## src/rtl/quantser_mc.sv

```systemverilog
// quantser_mc: N-lane quantizer feeding a double-buffered, lockstep bit-serial output.
// Each accepted word is reduced per lane to a (bdout+1)-bit field and shifted out MSB-first.
module quantser_mc #(
  parameter int N        = 4,
  parameter int BDIN     = 32,
  parameter int BDOUTMAX = 32,
  localparam int MW      = $clog2(BDIN),
  localparam int BW      = $clog2(BDOUTMAX)
) (
  input  logic              clk,
  input  logic              clr,
  input  logic [MW-1:0]     msbidx,
  input  logic [BW-1:0]     bdout,
  input  logic              rnd,
  input  logic              sat,
  input  logic              in_valid,
  output logic              in_ready,
  input  logic [N*BDIN-1:0] din,
  output logic              out_valid,
  output logic              out_last,
  output logic [N-1:0]      dout
);
  localparam int AW = (BDIN > BDOUTMAX) ? BDIN : BDOUTMAX;
  localparam int SW = ((MW > BW) ? MW : BW) + 2;

  typedef enum logic {ST_IDLE, ST_SHIFT} state_t;

  // Lane-independent field geometry, derived once from msbidx/bdout.
  logic signed [SW-1:0] lsb_pos;
  logic [SW-1:0]        lsb_abs;
  logic                 lsb_neg;
  logic                 round_en;
  logic [MW-1:0]        rb_idx;
  logic [BW-1:0]        pad_amt;
  logic [BDOUTMAX-1:0]  field_mask;
  logic [BDOUTMAX-1:0]  max_pos;
  logic [BDOUTMAX-1:0]  min_neg;

  always_comb begin
    lsb_pos    = SW'(msbidx) - SW'(bdout);
    lsb_neg    = lsb_pos[SW-1];
    lsb_abs    = lsb_neg ? -lsb_pos : lsb_pos;
    round_en   = rnd && !lsb_neg && (lsb_pos != '0);
    rb_idx     = MW'(lsb_abs - SW'(1));
    pad_amt    = BW'(BDOUTMAX - 1) - bdout;
    field_mask = {BDOUTMAX{1'b1}} >> pad_amt;
    max_pos    = field_mask >> 1;
    min_neg    = field_mask & ~max_pos;
  end

  // Quantized lanes, left-aligned so the field MSB sits at bit BDOUTMAX-1.
  logic [BDOUTMAX-1:0] quant_lane [N];
  logic [BDOUTMAX-1:0] shift_q [N];
  logic [BDOUTMAX-1:0] shift_d [N];
  logic [BDOUTMAX-1:0] hold_q [N];
  logic [BDOUTMAX-1:0] hold_d [N];
  logic [BW-1:0]       cnt_q, cnt_d;
  logic [BW-1:0]       hold_cnt_q, hold_cnt_d;
  logic                hold_full_q, hold_full_d;
  state_t              state_q, state_d;

  for (genvar gi = 0; gi < N; gi++) begin : g_lane
    logic [BDIN-1:0]     lane;
    logic [AW-1:0]       aligned;
    logic [BDOUTMAX-1:0] field;
    logic [BDOUTMAX-1:0] wrapped;
    logic [BDOUTMAX-1:0] clamped;
    logic [BDOUTMAX-1:0] q_aligned;
    logic                rbit;
    logic                upper_eq;
    logic                ovf;

    assign lane = din[gi*BDIN +: BDIN];

    always_comb begin
      aligned  = lsb_neg ? (AW'(lane) << lsb_abs) : (AW'(lane) >> lsb_abs);
      field    = aligned[BDOUTMAX-1:0] & field_mask;
      rbit     = round_en & lane[rb_idx];
      wrapped  = (field + BDOUTMAX'(rbit)) & field_mask;
      // Bits from msbidx upward must all match the sign for the value to fit.
      upper_eq = ((lane ^ {BDIN{lane[BDIN-1]}}) >> msbidx) == '0;
      ovf      = sat & (~upper_eq | (rbit & (field == max_pos)));
      clamped  = lane[BDIN-1] ? min_neg : max_pos;
      q_aligned = (ovf ? clamped : wrapped) << pad_amt;
    end

    assign quant_lane[gi] = q_aligned;
    assign dout[gi]       = (state_q == ST_SHIFT) & shift_q[gi][BDOUTMAX-1];
  end

  logic accept;
  logic reload;

  always_comb begin
    state_d     = state_q;
    cnt_d       = cnt_q;
    shift_d     = shift_q;
    hold_d      = hold_q;
    hold_cnt_d  = hold_cnt_q;
    hold_full_d = hold_full_q;
    accept      = in_valid && !hold_full_q;
    reload      = (state_q == ST_IDLE) || (cnt_q == '0);

    if (reload) begin
      // The held word always wins; a direct load only happens with the hold empty.
      if (hold_full_q) begin
        shift_d     = hold_q;
        cnt_d       = hold_cnt_q;
        state_d     = ST_SHIFT;
        hold_full_d = 1'b0;
      end else if (accept) begin
        shift_d = quant_lane;
        cnt_d   = bdout;
        state_d = ST_SHIFT;
      end else begin
        cnt_d   = '0;
        state_d = ST_IDLE;
      end
    end else begin
      for (int i = 0; i < N; i++) begin
        shift_d[i] = shift_q[i] << 1;
      end
      cnt_d = cnt_q - BW'(1);
      if (accept) begin
        hold_d      = quant_lane;
        hold_cnt_d  = bdout;
        hold_full_d = 1'b1;
      end
    end
  end

  always_ff @(posedge clk or posedge clr) begin
    if (clr) begin
      state_q     <= ST_IDLE;
      cnt_q       <= '0;
      hold_cnt_q  <= '0;
      hold_full_q <= 1'b0;
      for (int i = 0; i < N; i++) begin
        shift_q[i] <= '0;
        hold_q[i]  <= '0;
      end
    end else begin
      state_q     <= state_d;
      cnt_q       <= cnt_d;
      hold_cnt_q  <= hold_cnt_d;
      hold_full_q <= hold_full_d;
      shift_q     <= shift_d;
      hold_q      <= hold_d;
    end
  end

  assign in_ready  = ~hold_full_q;
  assign out_valid = (state_q == ST_SHIFT);
  assign out_last  = (state_q == ST_SHIFT) && (cnt_q == '0);

endmodule

```

## config.mk

```make
export PLATFORM = sky130hd
export DESIGN_NAME = quantser_mc
export DESIGN_NICKNAME = d
export VERILOG_FILES = /design/src/rtl/quantser_mc.sv
export SDC_FILE = /design/constraint.sdc
export NUM_CORES = 2
export LEC_CHECK = 0
export ABC_AREA = 1
export CAP_MARGIN = 20
export CELL_PAD_IN_SITES_DETAIL_PLACEMENT = 1
export CELL_PAD_IN_SITES_GLOBAL_PLACEMENT = 2
export CORE_MARGIN = 8
export CORE_UTILIZATION = 35
export DETAILED_ROUTE_END_ITERATION = 6
export PLACE_DENSITY_LB_ADDON = 0.25
export SYNTH_ARGS = -nofsm -noshare
export SYNTH_HDL_FRONTEND = slang
export SYNTH_SLANG_ARGS = --single-unit
```

## constraint.sdc

```tcl
create_clock -name clk -period 14.9 [get_ports clk]
set_input_delay 2.98 -clock clk [delete_from_list [all_inputs] [get_ports clk]]
set_output_delay 2.98 -clock clk [all_outputs]
set_load 0.03 [all_outputs]
```

==> results.tsv <==
stage	metric	value	unit
outcome	status	complete, no violations	
global_routing	grtUsageTotal	0.359	
global_routing	grt_pass1_vias	66128	
setup_path	critical_path.endpoint_type	flop	
power	power-per-cell-area	131	nW/um^2
routing	vias	67145	
cells_and_area	regArea	6710	um^2
synthesis	synth_cell_types	64	
power	p_comb_frac	0.723	
setup_path	critPathKind	in2reg	
synthesis	synth_edf_count	0	
cts	clockBufferDepth	3	
routing	wl	287	mm
routing	ant_nets	0	
cts	cts_tree	yes	
setup_path	r2r_end	hold_q[96]	
cts	clk_latency	0.59	ns
setup_path	cp.arrival	12.09	ns
setup_path	critPathMaxFanout	59	
placement	routabilityCongestion	1.03	
global_routing	grt_overflow	0	
power	p_seq_frac	0.179	
hold_path	min_from	hold_q[117]	
routing	vias_per_cell	5.92	
synthesis	ys.flop_type	dfrtp_1	
sta	fin_crit_sh	0.781	
setup_path	cp_common_cell	nand2_1	
setup_path	r2r_cells	6	
global_routing	grt_max_degree	162	
power	p_int	2.81	mW
sta	tns	0	ns
cts	cts_resized	0	
power	max-vdd-ir-drop	199	uV
setup_path	slowest_delay	0.79	ns
sta	setup_ws	3.26	ns
die	core-area	141000	um^2
synthesis	async_flop_share	1.00	
sta	finalWorstPathRequiredPeriod	11.64	ns
die	die_area	154000	um^2
synthesis	syn_nets	9936	
global_routing	antenna_found_initial	8	
routing	dr.pass1.iters	6	
synthesis	synth-seq-area-share	0.135	
cells_and_area	layout_commonest_cell	nand2_1	
cells_and_area	final_cell_mix	3381 x nand2_1, 2249 x nand3_1, 776 x nor2_1, 766 x inv_1, 465 x o21ai_0	
sta	hold_viol	0	
global_routing	grt_pass1_wl	426	mm
run	maxCapViolCount	0	
cts	root_buffer	clkbuf_16	
routing	drt_iter0_markers	6915	
hold_path	hold_class	reg2reg	
sta	slew_headroom	0.180	
sta	rsz0062_at_grt	false	
sta	slew_violations	0	
synthesis	yosys-top-cells-area	nand2_1 26%, nand3_1 23%, dfrtp_1 13%	
cells_and_area	fillCellCount	20413	
placement	numPortBuffers	149	
cells_and_area	nets	9585	
setup_path	rrSetupSlack	11.66	ns
sta	fin_hold_ws	0.476	ns
cts	cts_hold_buf	0	
setup_path	required	15.36	ns
die	start_util	0.352	
cts	h-tree-depth	1	
synthesis	yosysWarnings	0	
cells_and_area	postLayoutCoreUtil	0.371	
power	power_leakage	26.2	nW
die	ioPinCount	150	
sta	worstMarginPinSlew	1.23	ns
power	power.share.clock	0.099	
cells_and_area	syn_to_final_growth	5.48	%
setup_path	cp-start-kind	primary input	
sta	max_freq	85.9	MHz
power	swShare	0.591	
cells_and_area	multi_input_comb_area	36900	um^2
setup_path	cp-startpoint	msbidx[2]	
die	die_h	393	um
cts	path_clk_slew	0.07	ns
cts	postCtsSetupBuffers	0	
synthesis	ys_ff_latch	268	
setup_path	crit_end	shift_q[87]	
synthesis	netlist.area_leader.share	0.255	
die	die_w	393	um
synthesis	avgSynthCellArea	5.09	um^2
placement	dpl_worst_slack	2.98	ns
setup_path	rr_startpoint	hold_full_q	
placement	hpwl	218	mm
synthesis	synth_top_cell_by_area	nand2_1	
power	switchingPower	4.06	mW
die	row_count	138	
sta	fin_worst_skew	0.0215	ns
cts	numCtsBuffers	26	
sta	setup-violations-final	0	
routing	drc_errors	0	
cells_and_area	drive_gt1_frac	0.0332	
routing	wire_per_inst	25.3	um
setup_path	worst_path_max_delay_cell	nand2_2	
cts	clock_sinks	268	
synthesis	synthesis.area	49700	um^2
synthesis	syn_inst	9776	
sequential cells by signal, summed over array words and instances (netlist names):
signal	cells
hold_q	128
shift_q	128
cnt_q	5
hold_cnt_q	5
hold_full_q	1
out_valid	1
cell families after synthesis:
logic type | synth area share
and+or+nand+nor | 0.571
adders and majority gates | 0.00443
xor gates and xnor gates | 0.0292
DFF | 0.135
AOI/OAI and AO/OA | 0.129
muxes | 0.00503
buffers and inverters | 0.127
cells in the mapped netlist (all sizes together) (16+ instances only):
cell type and n:
nand2 3411, nand3 2253, nor2 799, inv 797
o21ai 572, buf 401, a21oi 386, clkbuf 269
dfrtp 268, xnor2 99, o22ai 81, xor2 66
nand4 59, o211ai 51, nand3b 41, nor3 41
o21bai 32, mux2i 25, clkinv 23, ha 16
layer usage:
metal,track usage,vias up,share of wire,routed length [um]
li1,-,31231,-,-
met1,0.493,32797,0.44,127000
met2,0.566,2557,0.43,124000
met3,0.0663,558,0.084,24200
met4,0.117,2,0.040,11600
met5,0,-,0.000024,7
metrics by stage:
| stage | cells | power [mW] | instance area [um^2] |
|---|---|---|---|
| 2_1_floorplan | 9776 | 4.62 | 49700 |
| 3_3_place_gp | 11285 | 6.00 | 51600 |
| 3_5_place_dp | 11285 | 6.11 | 51600 |
| 4_1_cts | 11329 | 6.82 | 52400 |
| 5_1_grt | 11331 | 7.45 | 52500 |
| 6_report | 11335 | 6.87 | 52500 |
layout make-up:
class,instances,share of cell area
Tap cell,1890,0.0451
Antenna cell,4,0.000191
Clock buffer,38,0.0146
Timing Repair Buffer,291,0.0495
Inverter,820,0.0594
Sequential cell,268,0.128
Clock inverter,6,0.000715
Multi-Input combinational cell,8018,0.703
worst min path at each step:
| stage | end | cells past startpoint |
|---|---|---|
| 5_1_grt | hold_q[117] | 2 |
| 6_report | hold_q[117] | 2 |
| 3_3_place_gp | hold_q[49] | 2 |
| 3_5_place_dp | hold_q[51] | 2 |
| 2_1_floorplan | hold_q[16] | 2 |
| 4_1_cts | shift_q[68] | 2 |
power by group through the flow:
| stage | Sequential [mW] | Clock (mW) | Combinational (mW) |
|---|---|---|---|
| global placement | 1.22 | 0 | 4.78 |
| detailed placement | 1.24 | 0 | 4.87 |
| floorplan | 1.18 | 0 | 3.44 |
| global route | 1.27 | 0.717 | 5.47 |
| finish | 1.23 | 0.677 | 4.97 |
| CTS | 1.23 | 0.687 | 4.90 |
critical path, delay by kind of cell:
kind | cells | cell delay [ns]
compound gates | 4 | 0.38
fa+ha+maj | 2 | 0.87
buf+inv | 5 | 2.07
simple gates | 26 | 5.67
Power figures use the tool's default switching activity.
